## src/rtl/ad7643_reader.sv

```systemverilog
`default_nettype none
// +--------------------------------------------------------------------------+
// | Module      : ad7643_reader                                              |
// | Description : Conversion/readout controller for an AD7643-style 18-bit   |
// |               SAR ADC. Pulses ADCNVST, waits for a BUSY high->low        |
// |               cycle (with timeout), then clocks 18 bits out MSB first.   |
// |               All sequential logic runs on the falling edge of CLK.      |
// | Revision    : 1.0  initial release                                       |
// +--------------------------------------------------------------------------+
// | Ports                                                                    |
// |   CLK      in   1   system clock (falling edge active)                   |
// |   RSTN     in   1   asynchronous active-low reset                        |
// |   START    in   1   single-conversion request, honoured only in IDLE     |
// |   CONT     in   1   continuous mode: restart after every sample          |
// |   ADCNVST  out  1   conversion start pulse to ADC                        |
// |   ADCS     out  1   ADC chip select, active-low                          |
// |   ADSCLK   out  1   ADC serial clock                                     |
// |   ADSDOUT  in   1   ADC serial data, MSB first                           |
// |   ADBUSY   in   1   ADC busy, asynchronous                               |
// |   DATA     out  18  last completed sample                                |
// |   DVALID   out  1   one-cycle strobe, DATA new this cycle                |
// |   READY    out  1   high only in IDLE                                    |
// |   ERR      out  1   sticky BUSY timeout flag                             |
// |   COUNT    out  16  completed-sample counter (wraps)                     |
// +--------------------------------------------------------------------------+
module ad7643_reader #(
  parameter int CNV_PULSE    = 4,
  parameter int SCLK_DIV     = 2,
  parameter int BUSY_TIMEOUT = 255
) (
  input  logic        CLK,
  input  logic        RSTN,
  input  logic        START,
  input  logic        CONT,
  output logic        ADCNVST,
  output logic        ADCS,
  output logic        ADSCLK,
  input  logic        ADSDOUT,
  input  logic        ADBUSY,
  output logic [17:0] DATA,
  output logic        DVALID,
  output logic        READY,
  output logic        ERR,
  output logic [15:0] COUNT
);

  typedef enum logic [2:0] {
    S_IDLE  = 3'd0,
    S_CNV   = 3'd1,
    S_WAITB = 3'd2,
    S_CSSET = 3'd3,
    S_SHIFT = 3'd4,
    S_DONE  = 3'd5
  } state_t;

  localparam logic [3:0]  c_cnv_last  = 4'(CNV_PULSE - 1);
  localparam logic [3:0]  c_div_last  = 4'(SCLK_DIV - 1);
  localparam logic [15:0] c_wait_last = 16'(BUSY_TIMEOUT - 1);
  localparam logic [4:0]  c_bit_last  = 5'd17;

  state_t      r_state;
  logic        r_busy_m;
  logic        r_busy_s;
  logic        r_sdo;
  logic        r_seen;     // busy_s has been observed high in this WAITB
  logic [3:0]  r_cnt;      // CNV pulse width / SCLK half-period counter
  logic [15:0] r_wcnt;     // WAITB dwell counter
  logic [4:0]  r_bits;     // bits captured so far
  logic [16:0] r_shift;    // first 17 bits; the 18th comes straight from r_sdo
  logic [15:0] r_count;

  assign COUNT = r_count;

  // BUSY is asynchronous: two-flop synchronizer. SDOUT gets one register so
  // the capture point sees a clean, timing-closed bit.
  always_ff @(negedge CLK or negedge RSTN) begin
    if (!RSTN) begin
      r_busy_m <= 1'b0;
      r_busy_s <= 1'b0;
      r_sdo    <= 1'b0;
    end else begin
      r_busy_m <= ADBUSY;
      r_busy_s <= r_busy_m;
      r_sdo    <= ADSDOUT;
    end
  end

  always_ff @(negedge CLK or negedge RSTN) begin
    if (!RSTN) begin
      r_state <= S_IDLE;
      ADCNVST <= 1'b0;
      ADCS    <= 1'b1;
      ADSCLK  <= 1'b0;
      DATA    <= 18'd0;
      DVALID  <= 1'b0;
      READY   <= 1'b1;
      ERR     <= 1'b0;
      r_count <= 16'd0;
      r_seen  <= 1'b0;
      r_cnt   <= 4'd0;
      r_wcnt  <= 16'd0;
      r_bits  <= 5'd0;
      r_shift <= 17'd0;
    end else begin
      DVALID <= 1'b0;
      case (r_state)
        S_IDLE: begin
          if (START) begin
            r_state <= S_CNV;
            ADCNVST <= 1'b1;
            READY   <= 1'b0;
            ERR     <= 1'b0;
            r_cnt   <= 4'd0;
          end
        end

        S_CNV: begin
          if (r_cnt == c_cnv_last) begin
            ADCNVST <= 1'b0;
            r_state <= S_WAITB;
            r_cnt   <= 4'd0;
            r_wcnt  <= 16'd0;
            r_seen  <= 1'b0;
          end else begin
            r_cnt <= r_cnt + 4'd1;
          end
        end

        S_WAITB: begin
          // A falling edge of busy_s wins over a simultaneous timeout.
          if (r_seen && !r_busy_s) begin
            r_state <= S_CSSET;
            ADCS    <= 1'b0;
          end else if (r_wcnt == c_wait_last) begin
            ERR     <= 1'b1;
            READY   <= 1'b1;
            r_state <= S_IDLE;
          end else begin
            r_wcnt <= r_wcnt + 16'd1;
            if (r_busy_s) begin
              r_seen <= 1'b1;
            end
          end
        end

        S_CSSET: begin
          r_state <= S_SHIFT;
          r_cnt   <= 4'd0;
          r_bits  <= 5'd0;
        end

        S_SHIFT: begin
          if (r_cnt == c_div_last) begin
            r_cnt <= 4'd0;
            if (ADSCLK) begin
              // High->low: capture one bit; the last one ends the frame with
              // the clock parked low, so no 19th rising edge is produced.
              ADSCLK  <= 1'b0;
              r_shift <= {r_shift[15:0], r_sdo};
              if (r_bits == c_bit_last) begin
                r_state <= S_DONE;
                ADCS    <= 1'b1;
                DVALID  <= 1'b1;
                DATA    <= {r_shift, r_sdo};
                r_count <= r_count + 16'd1;
              end else begin
                r_bits <= r_bits + 5'd1;
              end
            end else begin
              ADSCLK <= 1'b1;
            end
          end else begin
            r_cnt <= r_cnt + 4'd1;
          end
        end

        S_DONE: begin
          if (CONT) begin
            r_state <= S_CNV;
            ADCNVST <= 1'b1;
            r_cnt   <= 4'd0;
          end else begin
            r_state <= S_IDLE;
            READY   <= 1'b1;
          end
        end

        default: begin
          r_state <= S_IDLE;
          ADCNVST <= 1'b0;
          ADCS    <= 1'b1;
          ADSCLK  <= 1'b0;
          READY   <= 1'b1;
        end
      endcase
    end
  end

endmodule
`default_nettype wire

```

## config.mk

```make
export PLATFORM = sky130hd
export DESIGN_NAME = ad7643_reader
export DESIGN_NICKNAME = d
export VERILOG_FILES = /design/src/rtl/ad7643_reader.sv
export SDC_FILE = /design/constraint.sdc
export NUM_CORES = 1
export LEC_CHECK = 0
export BUFFER_PORTS_ARGS = -buffer_cell sky130_fd_sc_hd__buf_2
export CORE_MARGIN = 2
export CORE_UTILIZATION = 36
export CTS_CLUSTER_DIAMETER = 100
export DETAILED_ROUTE_END_ITERATION = 6
export PLACE_DENSITY = 0.51
export RECOVER_POWER = 50
export SYNTH_ARGS = -nofsm -noshare
export SYNTH_HDL_FRONTEND = slang
export SYNTH_SLANG_ARGS = --single-unit
```

## constraint.sdc

```tcl
create_clock -name CLK -period 2.2 [get_ports CLK]
set_input_delay 0.44 -clock CLK [delete_from_list [all_inputs] [get_ports CLK]]
set_output_delay 0.44 -clock CLK [all_outputs]
set_load 0.005 [all_outputs]
```

==> results of run 1 <==
[flip-flops by register name, summed over array words and instances, names as in the netlist]
signal / count
ERR: 1
DVALID: 1
r_shift: 17
r_cnt: 4
r_busy_s: 1
r_wcnt: 16
r_sdo: 1
r_bits: 5
r_busy_m: 1
r_state: 3
ADCS: 1
ADCNVST: 1
ADSCLK: 1
DATA: 18
r_seen: 1
COUNT: 16
READY: 1
[layout make-up]
class | instances | area share, %
clock buffer | 13 | 5.37
clock inverter | 5 | 1.43
inverter | 14 | 1.15
multi-input combinational | 306 | 33.4
sequential | 89 | 42.5
tap | 140 | 3.34
timing repair buffer | 105 | 12.7
[logic make-up (layout without fill, tap and decap cells)]
family	Yosys count	count (layout)	synth area share (%)
fa+ha+maj	8	8	2.44
flops	89	89	54.4
xor+xnor	29	29	6.20
simple gates	223	223	26.5
buf+inv	30	137	3.36
compound gates	46	46	7.12
[path summary, 6_finish.rpt]
kind | startpoint | endpoint | slack, ns | cells after the start
hold / removal | r_busy_m | r_busy_s | 0.30 | 0
setup reg to reg | r_wcnt[13] | r_wcnt[7] | 0.17 | 5
setup / recovery | ADCS | ADCS | -0.36 | 1
min in group asynchronous | RSTN | r_wcnt[15] | 1.05 | 1
hold reg to reg | r_busy_m | r_busy_s | 0.30 | 0
max in group asynchronous | RSTN | DATA[11] | 0.21 | 2
[placed cells by master, fill, tap and decap left out, drive strengths merged, types with 8 or more instances in the layout]
cell type	instances
buf	100
inv	16
ha	8
clkbuf	18
o21ai	11
nor2	21
xnor2	22
dfrtn	87
a21oi	15
nand4	11
nand2	130
nand3	18
[metal layers]
| metal | vias to the layer above | track usage (%) |
|---|---|---|
| li1 | 1636 | - |
| met1 | 1555 | 22.7 |
| met2 | 59 | 24.2 |
| met3 | 13 | 2.79 |
| met4 | 0 | 7.83 |
| met5 | - | 0 |
[report_power, final]
| part | switching, µW | leakage, µW | total (µW) | internal [µW] |
|---|---|---|---|---|
| logic | 634 | 0.00130 | 1140 | 507 |
| registers | 155 | 0.00121 | 1960 | 1810 |
| clock network | 649 | 0.000178 | 1780 | 1130 |
[through the flow]
stage	hold slack, ns	util [%]	TNS, ns	instances	worst slack, ns
finish	0.304	47.7	-8.79	672	-0.364
global route	0.302	47.7	-10.33	672	-0.390
CTS	0.301	47.7	-9.42	665	-0.377
detailed placement	0.309	43.3	-2.04	633	-0.488
global placement	0.301	43.3	-1.96	633	-0.480
floorplan	0.292	-	-1.32	425	-0.362
[repair_timing]
item	in CTS	in global routing
endpoints found under the setup margin	43	73
buffers inserted	15	7
resized for setup	4	2
pin swaps	4	2
==> impl_metrics.py, run 1 <==
metrics = {
    "route": {
        "drc": 0,
        "first_iter_violations": 111,
        "wirelength_mm": 9.29,
        "antenna_left": 0,
        "met2_length_mm": 4.16,
        "wl_met1_mm": 4.57,
        "wl_per_cell_um": 13.8,
        "via_count": 3263,
        "drt-vias-per-instance": 4.86,
        "highest_layer": "met4",
        "first_pass_iters": 4,
        "routed-wl-met3_um": 351,
    },
    "synthesis": {
        "postSynthCellCount": 425,
        "yosys-top-cells-area": "dfrtn_1, nand2_1, xnor2_1",
        "synth.top_cell.area_share_pct": 53.1,
        "yosys_warnings": 0,
        "synth_edf_count": 0,
        "yosysSeqAreaShare_pct": 54.4,
        "synth.distinct_cells": 52,
        "synth_area_per_cell_um2": 9.64,
        "netlist_top_cells_count": "nand2_1, dfrtn_1, xnor2_1, nor2_1, nand3_1",
        "ys_seq_elements": 89,
        "synth_area_um2": 4100,
        "synth_top_cell_by_area": "dfrtn_1",
        "yosysMostFrequentCell": "nand2_1",
        "syn_nets": 439,
        "async_flop_share_pct": 100,
        "synthFlopType": "dfrtn_1",
    },
    "floorplanning": {
        "row_count": 38,
        "die_h_um": 111,
        "dieArea_um2": 12200,
        "die_x_um": 111,
        "io_pins": 46,
        "fp.coreArea_um2": 11000,
        "initial_core_util_pct": 37.3,
    },
    "final_layout": {
        "syn2layout_area_growth_pct": 27.9,
        "drive_gt1_share_pct": 25.8,
        "nNetsFinal": 541,
        "seq_area_um2": 2230,
        "finish.instance_area_um2": 5240,
        "diodes": 0,
        "fillers": 1049,
        "multi_input_area_um2": 1750,
    },
    "job": {
        "maxCapViolations": 0,
    },
    "clock_tree": {
        "cts.clk_slew.worst_paths_ns": 0.05,
        "clkLatencyLatePin_ns": 0.39,
        "cts_buffers": 9,
        "holdBufCountCts": 0,
        "cts_sinks": 89,
        "cts_tree": "done",
        "h-tree-depth": 3,
        "cts-root-to-sink-buffers": 2,
        "root_buffer": "clkbuf_16",
    },
    "sta": {
        "tightestPinTransition_ns": 0.533,
        "postLayoutSetupSlackWorst_ns": -0.364,
        "slew_headroom_pct": 64.4,
        "hold_violations": 0,
        "rsz0062_at_grt": "yes",
        "skew_ns": 0.0528,
        "setup_viol": 43,
        "slew_violations": 0,
    },
    "setup_path": {
        "crit_family": "flip-flops",
        "worst_setup_path_end_kind": "primary output",
        "path_class": "register to primary output",
        "crit_path_top_delay_cell": "dfstp_2",
        "critPathBufInv": 1,
        "cpPeakStageDelay_ns": 0.52,
        "cp.required_ns": 1.76,
        "cp_cell_sequence": "buf_2",
        "worstPathMaxFanout": 2,
        "arrival_ns": 2.12,
        "startpoint_type": "register",
    },
    "worst_hold_path": {
        "min_path_type": "register to register",
    },
    "global_route": {
        "grt_pass1_vias": 3298,
        "grt-ovfl-total": 0,
        "grt_max_degree": 24,
        "grt_pass1_wl_mm": 16.1,
        "antenna_found_initial": 0,
        "track_usage_pct": 16.1,
    },
    "pwr": {
        "p_leak_uw": 0.00269,
        "peakVddDrop_v": 0.000550,
        "p_per_area_nw_per_um2": 931,
        "power_uw": 4880,
    },
    "status": {
        "violations": "negative setup slack",
        "outcome": "finished, violations left",
    },
    "place": {
        "portBuffers": 45,
        "globalplace.congestion": 0.790,
        "place_hpwl_mm": 6.37,
        "place_area_um2": 4750,
    },
}
Power figures use the tool's default switching activity.
==> inputs of run 2 (changes only) <==
Settings changed: CTS_BUF_LIST from default to sky130_fd_sc_hd__clkbuf_8.
==> run 2 against run 1 <==
Largest power group unchanged; worst hold slack improved by 0.0015 ns; non-clock buffer count did not move; highest routed layer unchanged; via count hardly changed; the flow still finishes with violations (negative setup slack); die area unchanged.
==> impl_metrics.py, run 2 (synthesis results as in run 1) <==
metrics = {
    "final_layout": {
        "layout_commonest_cell": "nand2_1",
        "diodes": 0,
        "final_cell_mix": "nand2_1, dfrtn_1, buf_4, buf_2, xnor2_1",
        "nNetsFinal": 541,
        "finish.utilization_pct": 46.6,
        "finalNonFillerCells": 672,
        "syn2layout_area_growth_pct": 25.0,
        "reg_top3": "DATA x18, r_shift x17",
        "largest_register_ff_count": 18,
        "max_flop_register": "DATA",
        "drive_gt1_share_pct": 25.8,
    },
    "floorplanning": {
        "initial_core_util_pct": 37.3,
        "row_count": 38,
        "die_h_um": 111,
        "io_pins": 46,
        "die_x_um": 111,
        "dieArea_um2": 12200,
        "fp.coreArea_um2": 11000,
    },
    "worst_hold_path": {
        "min_path_type": "register to register",
    },
    "pwr": {
        "peakVddDrop_v": 0.000526,
        "p_leak_uw": 0.00263,
        "p_per_area_nw_per_um2": 860,
    },
    "setup_path": {
        "crit_cells": 1,
        "crit_end": "ADCS",
        "startpoint": "ADCS",
        "ff2ff_setup_slack_ns": 0.15,
        "r2r_cells": 5,
        "worst_setup_path_end_kind": "primary output",
        "path_class": "register to primary output",
        "cp.required_ns": 1.76,
        "critPathBufInv": 1,
        "crit_path_top_delay_cell": "dfstp_2",
        "arrival_ns": 2.13,
        "regToRegStartpoint": "r_wcnt[13]",
        "cpPeakStageDelay_ns": 0.53,
        "r2r-end": "r_wcnt[7]",
        "startpoint_type": "register",
        "worstPathMaxFanout": 2,
        "crit_family": "flip-flops",
        "cp_cell_sequence": "buf_2",
    },
    "global_route": {
        "grt_max_degree": 24,
        "grt_pass1_vias": 3266,
        "grt_pass1_wl_mm": 15.9,
        "antenna_found_initial": 0,
        "track_usage_pct": 15.9,
        "grt-ovfl-total": 0,
    },
    "sta": {
        "setup_viol": 42,
        "tightestPinTransition_ns": 0.531,
        "setup_tns_ns": -9.03,
        "skew_ns": 0.0594,
        "rsz0062_at_grt": "yes",
        "postLayoutSetupSlackWorst_ns": -0.374,
        "slew_violations": 0,
        "slew_headroom_pct": 64.6,
        "hold_violations": 0,
        "fin_hold_ws_ns": 0.306,
    },
    "clock_tree": {
        "root_buffer": "clkbuf_8",
        "cts_sinks": 89,
        "cts.clk_slew.worst_paths_ns": 0.06,
        "cts-root-to-sink-buffers": 2,
        "cts_buffers": 9,
        "h-tree-depth": 3,
        "clkLatencyLatePin_ns": 0.40,
        "cts_tree": "done",
        "holdBufCountCts": 0,
    },
    "job": {
        "maxCapViolations": 0,
    },
    "place": {
        "place_inst": 633,
        "dpl_worst_slack_ns": -0.488,
        "globalplace.congestion": 0.790,
        "portBuffers": 45,
        "place_hpwl_mm": 6.37,
    },
    "route": {
        "wirelength_mm": 9.17,
        "antenna_left": 0,
        "drt-vias-per-instance": 4.85,
        "first_pass_iters": 4,
        "drc": 0,
        "wl_per_cell_um": 13.7,
        "via_count": 3262,
        "first_iter_violations": 132,
    },
    "status": {
        "violations": "negative setup slack",
        "outcome": "finished, violations left",
    },
}
## run 2: cell count changes in the layout (fill, tap and decap cells not counted), sizes merged
cell / before / now
clkinvlp: 1 / 2
clkbuf: 18 / 16
inv: 16 / 17
## run 2: layout make-up
class,instances,area (µm²)
clock inverter,7,86.3
sequential,89,2230
timing repair buffer,105,667
inverter,14,60.1
clock buffer,11,151
tap,140,175
fill,1066,5860
multi-input combinational,306,1750
## run 2: how the worst min path moves through the flow
| stage | start | end | cells past startpoint |
|---|---|---|---|
| global placement | r_busy_m | r_busy_s | 0 |
| global route | r_busy_m | r_busy_s | 0 |
| floorplan | r_busy_m | r_busy_s | 0 |
| finish | r_busy_m | r_busy_s | 0 |
| detailed placement | r_busy_m | r_busy_s | 0 |
| CTS | r_busy_m | r_busy_s | 0 |
## run 2: where the power goes
| group | internal (µW) | switching, µW | leakage, µW |
|---|---|---|---|
| logic | 507 | 636 | 0.00130 |
| registers | 1800 | 152 | 0.00121 |
| clock network | 703 | 605 | 0.000124 |
## run 2: timing repair
item | 4_1_cts | 5_1_grt
endpoints found under the setup margin | 43 | 73
pin swaps | 4 | 2
setup buffers | 15 | 7
resized for setup | 4 | 2
## run 2: through the flow
stage	total power (µW)	instance area (µm²)
4_1_cts	4460	5120
5_1_grt	4690	5120
2_1_floorplan	2710	4110
3_3_place_gp	3080	4750
6_report	4410	5120
3_5_place_dp	3090	4750
## run 2: metal layers
metal | GRT usage, % | part of all wire [%]
met5 | 0 | 0
met3 | 3.61 | 3.5
met2 | 23.6 | 44
met1 | 22.5 | 51
met4 | 6.58 | 2.1
